<file path="config.mk">
export PLATFORM = sky130hd
export DESIGN_NAME = prog_loader
export DESIGN_NICKNAME = d
export VERILOG_FILES = /design/src/rtl/prog_loader_pkg.sv /design/src/rtl/prog_loader_byte_to_word.sv /design/src/rtl/prog_loader.sv
export SDC_FILE = /design/constraint.sdc
export NUM_CORES = 1
export LEC_CHECK = 0
export ABC_AREA = 0
export CORE_AREA = 2 2 99 101
export DETAILED_ROUTE_END_ITERATION = 16
export DIE_AREA = 0 0 101 103
export PLACE_DENSITY_LB_ADDON = 0.25
export SLEW_MARGIN = 20
export SYNTH_ARGS = -nofsm -noshare
export SYNTH_HDL_FRONTEND = slang
export SYNTH_SLANG_ARGS = --single-unit
</file>
<file path="constraint.sdc">
create_clock -name clk -period 2.66 [get_ports clk]
set_input_delay 0.266 -clock clk [delete_from_list [all_inputs] [get_ports clk]]
set_output_delay 0.266 -clock clk [all_outputs]
set_load 0.005 [all_outputs]
</file>
<file path="src/rtl/prog_loader_pkg.sv">
// Shared command bytes, FSM state encoding and write-target selector for the
// program loader that feeds the CPU memory-load port.
package prog_loader_pkg;

  localparam logic [7:0] CMD_INST = 8'h49;
  localparam logic [7:0] CMD_DATA = 8'h44;
  localparam logic [7:0] CMD_RUN  = 8'h52;
  localparam logic [7:0] CMD_HALT = 8'h48;

  typedef enum logic [2:0] {
    IDLE,
    CNT_HI,
    CNT_LO,
    WORD,
    WRITE,
    RUN
  } state_e;

  typedef enum logic {
    TGT_INST,
    TGT_DATA
  } target_e;

  function automatic logic is_load_cmd(input logic [7:0] b);
    return (b == CMD_INST) || (b == CMD_DATA);
  endfunction

endpackage

</file>
<file path="src/rtl/prog_loader_byte_to_word.sv">
// Big-endian byte-to-word assembler: the first byte shifted in ends up in bits
// [31:24]; word_valid_o pulses combinationally as the 4th byte arrives.
module byte_to_word
  import prog_loader_pkg::*;
(
  input  logic        clk,
  input  logic        rst,
  input  logic        clr_i,
  input  logic        en_i,
  input  logic [7:0]  byte_i,
  output logic [31:0] word_o,
  output logic        word_valid_o
);

  logic [23:0] word_q;
  logic [1:0]  cnt_q;

  // Only the first three bytes need storage; the 4th is taken straight from the input.
  assign word_o       = {word_q, byte_i};
  assign word_valid_o = en_i && (cnt_q == 2'd3);

  always_ff @(posedge clk) begin
    if (!rst || clr_i) begin
      word_q <= '0;
      cnt_q  <= '0;
    end else if (en_i) begin
      word_q <= {word_q[15:0], byte_i};
      cnt_q  <= cnt_q + 2'd1;
    end
  end

endmodule

</file>
<file path="src/rtl/prog_loader.sv">
// Byte-stream program loader: parses load/run/halt commands, writes assembled
// words into instruction or data memory and holds the CPU in reset meanwhile.
module prog_loader
  import prog_loader_pkg::*;
#(
  parameter int ADDR_W = 10
) (
  input  logic              clk,
  input  logic              rst,
  input  logic              in_valid,
  input  logic [7:0]        in_data,
  output logic              in_ready,
  output logic [ADDR_W-1:0] address,
  output logic [31:0]       inst_data,
  output logic              write_instruction,
  output logic              write_data,
  output logic              cpu_rst,
  output logic              busy,
  output logic              error
);

  localparam logic [16:0] MAX_WORDS = 17'(2 ** ADDR_W);

  state_e              state_q;
  target_e             tgt_q;
  logic [7:0]          cnt_hi_q;
  logic [16:0]         remaining_q;
  logic [ADDR_W-1:0]   addr_q;
  logic [31:0]         data_q;
  logic                wr_inst_q;
  logic                wr_data_q;
  logic                cpu_rst_q;
  logic                error_q;
  logic                ready_q;

  logic                fire;
  logic [16:0]         count_w;
  logic [31:0]         word;
  logic                word_valid;

  assign fire    = in_valid && ready_q;
  assign count_w = {1'b0, cnt_hi_q, in_data};

  byte_to_word u_b2w (
    .clk          (clk),
    .rst          (rst),
    .clr_i        ((state_q == CNT_LO) && fire),
    .en_i         ((state_q == WORD) && fire),
    .byte_i       (in_data),
    .word_o       (word),
    .word_valid_o (word_valid)
  );

  // in_ready is registered, so it is derived from the state being entered:
  // low only for the single WRITE cycle (and the cycle after reset).
  always_ff @(posedge clk) begin
    if (!rst) begin
      state_q     <= IDLE;
      tgt_q       <= TGT_INST;
      cnt_hi_q    <= '0;
      remaining_q <= '0;
      addr_q      <= '0;
      data_q      <= '0;
      wr_inst_q   <= 1'b0;
      wr_data_q   <= 1'b0;
      cpu_rst_q   <= 1'b1;
      error_q     <= 1'b0;
      ready_q     <= 1'b0;
    end else begin
      ready_q   <= 1'b1;
      wr_inst_q <= 1'b0;
      wr_data_q <= 1'b0;
      case (state_q)
        IDLE: begin
          if (fire) begin
            if (is_load_cmd(in_data)) begin
              tgt_q   <= (in_data == CMD_DATA) ? TGT_DATA : TGT_INST;
              error_q <= 1'b0;
              state_q <= CNT_HI;
            end else if (in_data == CMD_RUN) begin
              error_q   <= 1'b0;
              cpu_rst_q <= 1'b0;
              state_q   <= RUN;
            end else begin
              error_q <= 1'b1;
            end
          end
        end
        CNT_HI: begin
          if (fire) begin
            cnt_hi_q <= in_data;
            state_q  <= CNT_LO;
          end
        end
        CNT_LO: begin
          if (fire) begin
            if (count_w == 17'd0) begin
              state_q <= IDLE;
            end else if (count_w > MAX_WORDS) begin
              error_q <= 1'b1;
              state_q <= IDLE;
            end else begin
              addr_q      <= '0;
              remaining_q <= count_w;
              state_q     <= WORD;
            end
          end
        end
        WORD: begin
          if (word_valid) begin
            data_q    <= word;
            wr_inst_q <= (tgt_q == TGT_INST);
            wr_data_q <= (tgt_q == TGT_DATA);
            ready_q   <= 1'b0;
            state_q   <= WRITE;
          end
        end
        WRITE: begin
          remaining_q <= remaining_q - 17'd1;
          if (remaining_q == 17'd1) begin
            state_q <= IDLE;
          end else begin
            addr_q  <= addr_q + ADDR_W'(1);
            state_q <= WORD;
          end
        end
        RUN: begin
          if (fire && (in_data == CMD_HALT)) begin
            cpu_rst_q <= 1'b1;
            state_q   <= IDLE;
          end
        end
        default: state_q <= IDLE;
      endcase
    end
  end

  assign in_ready          = ready_q;
  assign address           = addr_q;
  assign inst_data         = data_q;
  assign write_instruction = wr_inst_q;
  assign write_data        = wr_data_q;
  assign cpu_rst           = cpu_rst_q;
  assign error             = error_q;
  assign busy              = (state_q != IDLE) && (state_q != RUN);

endmodule
</file>
# ---- Yosys cells after proc, flatten, opt, wreduce, memory -nomap -nowiden
# Index checks and enable logic that the tools add are counted.
dict set report totals {
  ff_bits 102
  output_inout_bits 48
  word_cells 101
}
dict set report op_classes {
  n_addsub 3
  order_cmp 1
  eq_ne 24
  n_mux 35
  bitwise_logic 1
  n_reduce_logical 24
}
# operator count
set op_table {}
lappend op_table {{$mux 17} 3}
lappend op_table {{$mux 10} 4}
lappend op_table {{$pmux 17 s2} 1}
lappend op_table {{$eq 8x7->1 const B} 4}
lappend op_table {{$mux 3} 7}
lappend op_table {{$pmux 10 s2} 1}
lappend op_table {{$ne 2x2->1 const B} 9}
lappend op_table {{$pmux 3 s6} 1}
lappend op_table {{$eq 17x1->1 const B} 1}
lappend op_table {{$logic_not 17->1} 1}
lappend op_table {{$sub 17x1->17 const B} 1}
lappend op_table {{$gt 16x11->1 const B} 1}
lappend op_table {{$reduce_and 5->1} 3}
lappend op_table {{$mux 1} 13}
lappend op_table {{$add 10x1->10 const B} 1}
lappend op_table {{$eq 3x2->1 const B} 2}
lappend op_table {{$eq 3x3->1 const B} 2}
lappend op_table {{$logic_and 1x1->1} 6}
lappend op_table {{$mux 2} 3}
lappend op_table {{$ne 3x3->1 const B} 2}
lappend op_table {{$reduce_and 3->1} 2}
lappend op_table {{$reduce_and 6->1} 1}
lappend op_table {{$reduce_bool 2->1} 3}
lappend op_table {{$ne 2x1->1 const B} 2}
lappend op_table {{other kinds (11)} 14}

# ---- Logic depth before layout (Yosys ltp)
# Gate-level depths: netlist of the first run.
dict set report logic_depth {
  ltp_word 5
  mapped_depth 7
}

# ---- By module
# From an unflattened synthesis of the first run, not the netlist that was laid out.
dict set report unflattened {
  cells_unflattened 556
  area_unflattened_um2 4672.0
}
# module instances cells_each area_each_um2
set modules_own_cells {}
lappend modules_own_cells {prog_loader 1 461 3624.7}
lappend modules_own_cells {byte_to_word 1 95 1047.3}

# ---- Worst setup path after synthesis of the first run
# No wires, ideal clock.
dict set report synth_path {
  path_type {input port to flip-flop}
  startpoint {in in_data[4]}
  endpoint {reg remaining_q[5]}
  setup_time_ns 0.117
  arrival_time_ns 2.078
  t_required_ns 2.543
  path_slack_ns 0.464
  stages 7
  path_buffers 2
  cell_sequence {buf_2 or4_4 or3_4 o41ai_4 buf_6 nor2_2 a32o_1}
}
dict set report synth_between {
  elab_chain_cells 3
  word_cells_on_any_way 5
  cone_classes {1 x order compare; 2 x eq/ne; 2 x reduce/logical}
}
# element line_no
set synth_rtl {}
lappend synth_rtl {{start, declared} prog_loader.sv:11} ;# input logic [7:0] in_data,
lappend synth_rtl {{$gt 16x11->1 or $logic_not 17->1 (tied branches)} {prog_loader.sv:99, prog_loader.sv:97}}
lappend synth_rtl {{$ne 2x2->1 (no line)} -}
lappend synth_rtl {{$reduce_and 4->1 (no line) (*)} -}
lappend synth_rtl {{end signal, assigned} prog_loader.sv:104} ;# remaining_q <= count_w;
lappend synth_rtl {{end signal, assigned} prog_loader.sv:119} ;# remaining_q <= remaining_q - 17'd1;
lappend synth_rtl {{end, declared} prog_loader.sv:27} ;# logic [16:0] remaining_q;
# Mark *: on every way between the ends. The rest lies on a longest branch, timed or not.
# A chain may end at the register's enable or synchronous reset.

# ---- Final worst setup path of the first run
dict set report layout_path {
  startpoint {reg cnt_hi_q[4]}
  endpoint {reg remaining_q[2]}
}
dict set report layout_between {
  elab_chain_cells 3
  word_cells_on_any_way 5
  cone_classes {1 x order compare; 2 x eq/ne; 2 x reduce/logical}
}
# element line_no
set layout_rtl {}
lappend layout_rtl {{start, declared} prog_loader.sv:26} ;# logic [7:0] cnt_hi_q;
lappend layout_rtl {{start signal, assigned} prog_loader.sv:91} ;# cnt_hi_q <= in_data;
lappend layout_rtl {{$gt 16x11->1 or $logic_not 17->1 (tied branches)} {prog_loader.sv:99, prog_loader.sv:97}}
lappend layout_rtl {{$ne 2x2->1 (no line)} -}
lappend layout_rtl {{$reduce_and 4->1 (no line) (*)} -}
# Marked as above.

==> summary.md, run 1 <==
| Metric | Value |
|---|---|
| Worst skew pair latency | `0.38 ns` |
| Most frequent cell after synthesis | `dfxtp_1` |
| CP Data Required Time | `2.93 ns` |
| Crit path capture type | `flip-flop` |
| Dominant cell type by area after synthesis | `dfxtp_1` |
| Number of CTS-inserted buffers | `9` |
| Sw frac | `0.243` |
| Final Setup Violations | `0` |
| Max Transition Viols Final | `0` |
| R2R Setup Slk | `~0.25 ns` |
| CP Launch Type | `flip-flop` |
| Max-cap viol count | `0` |
| Slew headroom | `0.637` |
| Commonest cells in the netlist | `dfxtp_1 (102), nand2_1 (85), a21oi_1 (42), a22o_1 (32), nor2_1 (29)` |
| Post-Route M1 WL | `5820 um` |
| Area Overhead vs Synth | `23.1%` |
| Sequential area share after synthesis | `0.445` |
| Syn avg cell area | `about 9 um^2` |
| Main synth FF type | `dfxtp_1` |
| Largest net degree at the start of global routing | `35` |
| Worst VDD drop | `~230 uV` |
| Root Buffer | `clkbuf_8` |
| 1st-iter DRT viols | `287` |
| Worst-Margin Slew | `about 0.54 ns` |
| Initial Utilization | `0.485` |
| Layout Skew | `approximately 0.008 ns` |
| IO Pins | `59` |
| Max incr delay on CP | `around 0.57 ns` |
| Inst Count DP | `a little under 700` |
| Final global-route overflow total | `0` |
| Clock network fraction of design power | `0.390` |
| Maximum fanout along the worst path | `8` |
| Fin crit period | `2.41 ns` |
| Core Area | `around 9500 um^2` |
| Leakage | `between 2 and 2.5 nW` |
| Row cnt | `36` |
| Async SR Flop Fraction | `0` |
| Avg WL per Cell | `16.8 um` |
| Critical Path AT | `approximately 2.7 ns` |
| Post-synth net total | `536` |
| Die width | `101 um` |
| Diode count | `0` |
| Fillers | `around 840` |
| Worst reg2reg path depth | `7` |
| Initial antenna violation count | `0` |
| Tcrit/Tclk final | `0.906` |
| First-pass GRT wire length | `roughly 20000 um` |
| Synth Register Bits | `102` |
| Min-delay worst type | `reg2reg` |
| F_max | `a little over 400 MHz` |
| YS warnings | `0` |
| Final wirelength | `between 10000 and 15000 um` |
| Post-Layout Cell Count | `a little over 700` |
| WP depth | `7` |
| Clk sink count | `approximately 100` |
| Crit path cell chain | `or4_4 > or4b_4 > o2bb2ai_2 > buf_4 > buf_4 > o31ai_1 > a21oi_1` |
| Comb power frac | `0.047` |
| Top sig layer | `met4` |
| Met3 WL post-DR | `about 570 um` |
| Met2 wire len | `about 5300 um` |
| RR Endpoint | `remaining_q[2]$_SDFFE_PN0P_` |
| PwrDens | `482 nW/um^2` |
| CP delay by family, top | `simple AND/OR/NAND/NOR gates` |
| H-tree levels | `3` |
| DP HPWL | `slightly above 8000 um` |
| Vias in the first global route | `a little over 4k` |
| Clock buffer depth | `2` |
| Area contributors post-synth | `dfxtp_1 (45%), nand2_1 (7.0%), a22o_1 (6.1%)` |
| Internal | `between 2 and 2.5 mW` |
| GR Util All Layers | `0.241` |
| RR Startpoint | `cnt_hi_q[4]$_SDFFE_PN0P_` |
| RSZ-0062 raised after global routing | `false` |
| Crit path to | `remaining_q[2]$_SDFFE_PN0P_` |
| Status | `finished clean` |
| Worst Setup SP | `cnt_hi_q[4]$_SDFFE_PN0P_` |
| Antenna-violating nets left | `0` |
| Syn Inst Count | `between 500 and 600` |
| Seq pwr share | `0.563` |
| Die area | `10400 um^2` |
| Hold Fails Final Rpt | `0` |
| Worst-path clk slew | `0.10 ns` |
| P_sw | `around 0.66 mW` |
| Post-synth EDFFs | `0` |
| CP max stage cell | `or4_4` |
| RD Place Congestion | `between 0.8 and 0.9` |
| Vias | `between 4k and 5k` |
| Netlist cell types | `64` |
| Crit path buffers/inverters | `2` |
| Post-layout nets | `~610` |
| DR DRC count | `0` |
| # hold bufs at CTS | `0` |
| Synth top area share | `0.445` |
| Syn Std Cell Area | `4580 um^2` |
| Share of cells above drive strength 1 | `0.134` |
| Die Y | `slightly above 100 um` |
| CTS tree | `done` |
| First-pass DRT Iterations | `4` |
| Critical path type | `reg2reg` |
| Worst path most repeated cell | `buf_4` |
| Setup repair bufs after CTS | `0` |
| Post_cts resized | `0` |
| Vias per inst | `about 6` |
| Port Buf Inserts | `58` |
| Power Total | `between 2 and 3 mW` |
## logic make-up (layout without fill, tap and decap cells)
| logic type | count (synthesis) | after routing | share of synthesized area |
|---|---|---|---|
| and+or+nand+nor | 206 | 206 | 0.236 |
| AOI/OAI and AO/OA | 147 | 147 | 0.227 |
| DFF | 102 | 102 | 0.445 |
| buffers and inverters | 45 | 120 | 0.0439 |
| muxes | 15 | 15 | 0.0328 |
| adders and majority gates | 4 | 4 | 0.0109 |
| xor gates and xnor gates | 2 | 2 | 0.00382 |
## worst reg2reg max path: cells and delay by family (launching register included)
| family | cells | cell delay, ns |
|---|---|---|
| AOI/OAI and AO/OA | 3 | 0.53 |
| buffers and inverters | 2 | 0.35 |
| DFF | 1 | 0.33 |
| and+or+nand+nor | 2 | 1.09 |
## how the worst min path moves through the flow
stage,from,to,cells after the start
3_3_place_gp,remaining_q[15]$_SDFFE_PN0P_,remaining_q[15]$_SDFFE_PN0P_,1
5_1_grt,u_b2w.word_q[18]$_SDFFE_PP0P_,u_b2w.word_q[18]$_SDFFE_PP0P_,2
6_report,u_b2w.word_q[18]$_SDFFE_PP0P_,u_b2w.word_q[18]$_SDFFE_PP0P_,2
3_5_place_dp,u_b2w.word_q[19]$_SDFFE_PP0P_,u_b2w.word_q[19]$_SDFFE_PP0P_,2
2_1_floorplan,in_data[5],inst_data[5]$_SDFFE_PN0P_,1
4_1_cts,u_b2w.word_q[18]$_SDFFE_PP0P_,u_b2w.word_q[18]$_SDFFE_PP0P_,2
## flip-flops by register name, summed over array words and instances (netlist names)
signal	cells
cpu_rst	1
error	1
write_data	1
inst_data	32
in_ready	1
cnt_hi_q	8
write_instruction	1
u_b2w.cnt_q	2
address	10
remaining_q	17
tgt_q	1
state_q	3
u_b2w.word_q	24
## per-stage QoR
stage	TNS, ns	hold slack, ns	area [um^2]	utilization	setup slack, ns
floorplan	0	0.392	4580	-	0.464
global placement	-0.196	0.443	5430	0.574	-0.0516
detailed placement	-1.17	0.453	5430	0.574	-0.0935
CTS	0	0.466	5640	0.597	0.258
global route	0	0.490	5640	0.597	0.106
finish	0	0.464	5640	0.597	0.251
## cell type report
class	count	area (um^2)	share of cell area
inverter	8	30.0	0.00532
timing repair buffer	96	866	0.153
clock inverter	6	76.3	0.0135
tap	114	143	0.0253
sequential	102	2040	0.362
multi-input combinational	374	2350	0.416
clock buffer	10	138	0.0244
## cell usage in the layout (no fill, tap or decap), types with 8 or more instances in the layout
cell / n
a21oi_1: 41
o21ai_0: 25
nor2_1: 29
dfxtp_1: 102
clkbuf_8: 10
a31oi_1: 8
nand2b_1: 9
mux2i_1: 15
nand4_1: 8
buf_4: 38
nor3_1: 8
clkdlybuf4s50_1: 58
nand3_1: 13
a22o_1: 32
nand2_1: 85
## power groups by stage
stage                     Clock (mW)  Combinational, mW  Sequential, mW
after floorplan                    0             0.0645            1.57
after global placement             0              0.124            1.57
after detailed placement           0              0.125            1.57
after CTS                       1.08              0.125            1.53
after global routing            1.14              0.137            1.53
final                           1.06              0.127            1.53
## per-layer routing
layer / up-vias / GRT usage
met1: 2051 / 0.344
met5: - / 0
li1: 2048 / -
met2: 129 / 0.370
met3: 16 / 0.0305
met4: 0 / 0.102
Power figures use the tool's default switching activity.
==> run 2, diff against run 1 <==
--- a/config.mk
+++ b/config.mk
@@ -10,6 +10,7 @@
 export DETAILED_ROUTE_END_ITERATION = 16
 export DIE_AREA = 0 0 101 103
 export PLACE_DENSITY_LB_ADDON = 0.25
+export SKIP_CTS_REPAIR_TIMING = 1
 export SLEW_MARGIN = 20
 export SYNTH_ARGS = -nofsm -noshare
 export SYNTH_HDL_FRONTEND = slang
==> results of run 2 <==
Final layout, timing and power as in run 1 (identical DEF).
==> run 3, diff against run 2 <==
--- a/config.mk
+++ b/config.mk
@@ -9,7 +9,7 @@
 export CORE_AREA = 2 2 99 101
 export DETAILED_ROUTE_END_ITERATION = 16
 export DIE_AREA = 0 0 101 103
-export PLACE_DENSITY_LB_ADDON = 0.25
+export PLACE_DENSITY = 0.68
 export SKIP_CTS_REPAIR_TIMING = 1
 export SLEW_MARGIN = 20
 export SYNTH_ARGS = -nofsm -noshare
==> run 3 against run 2 <==
Net effect:
- flip-flop and latch count is the same
- hold slack lost 0.0045 ns
- sequential share of layout area grew 0.18 points
- register-to-register slack gained 0.02 ns
- setup slack gained 0.025 ns
- cell area shrank 0.49%
- largest power group unchanged
- critical path type unchanged
- core utilization shrank 0.29 points
- global-route usage shrank 0.56 points
- power shrank 3.4%
==> summary.md, run 3 (synthesized netlist as in run 1, its figures left out) <==
| Metric | Value |
|---|---|
| Status | `finished clean` |
| Final Setup Violations | `0 (unchanged)` |
| Worst skew pair latency | `0.37 ns (about the same)` |
| Worst Setup SP | `cnt_hi_q[4]$_SDFFE_PN0P_` |
| Tcrit/Tclk final | `0.896 (-0.00927)` |
| IO Pins | `59 (unchanged)` |
| Critical path type | `reg2reg` |
| Final wirelength | `11700 um (-1.8%)` |
| Min-delay worst type | `reg2reg` |
| Die width | `101 um (unchanged)` |
| Post-Layout Cell Count | `706 (-0.56%)` |
| Vias | `4152 (-2.2%)` |
| RD Place Congestion | `0.823 (-5.1%)` |
| 1st-iter DRT viols | `247 (-14%)` |
| Clk sink count | `102 (unchanged)` |
| Leakage | `1.99 nW (-0.74%)` |
| Post-Place Cell Area | `5430 um^2 (about the same)` |
| Slew headroom | `0.634 (-0.00362)` |
| Area Overhead vs Synth | `22.5%` |
| First-pass GRT wire length | `19400 um (-2.6%)` |
| Initial Utilization | `0.485 (unchanged)` |
| Sw frac | `0.260 (+0.0170)` |
| P_sw | `0.684 mW (+3.4%)` |
| DR DRC count | `0 (unchanged)` |
| Max reg flops | `32 (unchanged)` |
| Seq pwr share | `0.583 (+0.020)` |
| Hold Fails Final Rpt | `0 (unchanged)` |
| Internal | `1.94 mW (-5.5%)` |
| Die Y | `103 um (unchanged)` |
| RR Startpoint | `cnt_hi_q[4]$_SDFFE_PN0P_` |
| Final global-route overflow total | `0 (unchanged)` |
| Vias in the first global route | `3851 (-4.5%)` |
| Row cnt | `36 (unchanged)` |
| Comb power frac | `0.048 (about the same)` |
| RSZ-0062 raised after global routing | `false` |
| Antenna-violating nets left | `0 (unchanged)` |
| Critical Path AT | `2.69 ns (+0.02 ns)` |
| Vias per inst | `5.88 (-1.6%)` |
| Die area | `10400 um^2 (unchanged)` |
| Utilization after layout | `0.594 (-0.00291)` |
| Post-layout nets | `602 (-0.66%)` |
| Share of cells above drive strength 1 | `0.128 (-0.00585)` |
| Max Transition Viols Final | `0 (unchanged)` |
| Min-delay src | `u_b2w.word_q[23]$_SDFFE_PP0P_` |
| Largest net degree at the start of global routing | `35 (unchanged)` |
| Inst Count DP | `690 (-0.58%)` |
| First-pass DRT Iterations | `5 (+1)` |
| Most frequent cells in the layout | `dfxtp_1 (102), nand2_1 (85), clkdlybuf4s50_1 (58)` |
| Worst-path clk slew | `0.11 ns (about the same)` |
| Post-route setup TNS | `0 ns (unchanged)` |
| Root Buffer | `clkbuf_8` |
| Final Cell Area | `5620 um^2 (-0.49%)` |
| CTS tree | `done` |
| Max-cap viol count | `0 (unchanged)` |
| Diode count | `0 (unchanged)` |
| Core Area | `9460 um^2 (unchanged)` |
| CP Data Required Time | `2.97 ns (+0.04 ns)` |
| Power Total | `2.63 mW (-3.4%)` |
| Commonest non-fill, non-tap cell in the layout | `dfxtp_1` |
| Clock network fraction of design power | `0.369 (-0.021)` |
| Number of CTS-inserted buffers | `9 (unchanged)` |
| Avg WL per Cell | `16.5 um (-1.3%)` |
| Fin crit period | `2.38 ns (-0.0247 ns)` |
| Layout Skew | `0.0103 ns (+0.00252 ns)` |
| Port Buf Inserts | `58 (unchanged)` |
| Worst-Margin Slew | `0.549 ns (+0.00543 ns)` |
| Initial antenna violation count | `0 (unchanged)` |
| CP Launch Type | `flip-flop` |
| Clock buffer depth | `2 (unchanged)` |
| PwrDens | `468 nW/um^2 (-2.9%)` |
| Maximum fanout along the worst path | `5 (-3)` |
| Crit path capture type | `flip-flop` |
| F_max | `419 MHz (+1.0%)` |
| H-tree levels | `3 (unchanged)` |
| Fillers | `868 (+3.5%)` |
| GR Util All Layers | `0.236 (-0.00557)` |
| DP HPWL | `7970 um (-2.6%)` |
| Worst VDD drop | `322 uV (+41%)` |
## run 3: cell types whose count changed in the layout (fill, tap and decap cells not counted), moves of 2 or more
cell and delta:
buf_4 -6, clkinv_4 +2, buf_12 +2, clkinvlp_4 -2
## run 3: final cells by class
type | count | area [um^2] | share of cell area
multi-input combinational | 374 | 2350 | 0.418
sequential | 102 | 2040 | 0.364
timing repair buffer | 92 | 861 | 0.153
tap | 114 | 143 | 0.0254
clock buffer | 9 | 124 | 0.0221
clock inverter | 7 | 67.6 | 0.0120
inverter | 8 | 30.0 | 0.00535
## run 3: power groups by stage
| stage | Clock, mW | Combinational (mW) | Sequential, mW |
|---|---|---|---|
| floorplan | 0 | 0.0645 | 1.57 |
| global placement | 0 | 0.124 | 1.57 |
| detailed placement | 0 | 0.125 | 1.57 |
| CTS | 0.996 | 0.125 | 1.53 |
| global route | 1.05 | 0.138 | 1.53 |
| finish | 0.969 | 0.126 | 1.53 |
## run 3: metal layers
metal | wire (um) | GRT usage | vias to the layer above
met5 | 0 | 0 | -
met4 | 103 | 0.0613 | 0
met3 | 541 | 0.0542 | 9
met2 | 5080 | 0.357 | 128
met1 | 5950 | 0.339 | 1971
li1 | - | - | 2044
## run 3: worst max-delay path: stages (launching register included)
cell and delay (ns):
dfxtp_1 0.33, or4_4 0.57, or4b_4 0.52, o2bb2ai_2 0.20
buf_4 0.17, nor4_2 0.30, mux2i_1 0.23
## run 3: through the flow
| step | worst slack [ns] | hold slack [ns] |
|---|---|---|
| final | 0.276 | 0.459 |
| after detailed placement | -0.0656 | 0.446 |
| after global routing | 0.169 | 0.480 |
| after CTS | 0.281 | 0.462 |
| after global placement | -0.0308 | 0.443 |
| after floorplan | 0.464 | 0.392 |
## run 3: path summary, 6_finish.rpt
| kind | end | slack (ns) | depth (start not counted) |
|---|---|---|---|
| worst min register to register | u_b2w.word_q[23]$_SDFFE_PP0P_ | 0.46 | 2 |
| worst min-delay path | u_b2w.word_q[23]$_SDFFE_PP0P_ | 0.46 | 2 |
| worst max register to register | address[8]$_SDFFE_PN0P_ | 0.28 | 6 |
| worst max-delay path | address[8]$_SDFFE_PN0P_ | 0.28 | 6 |
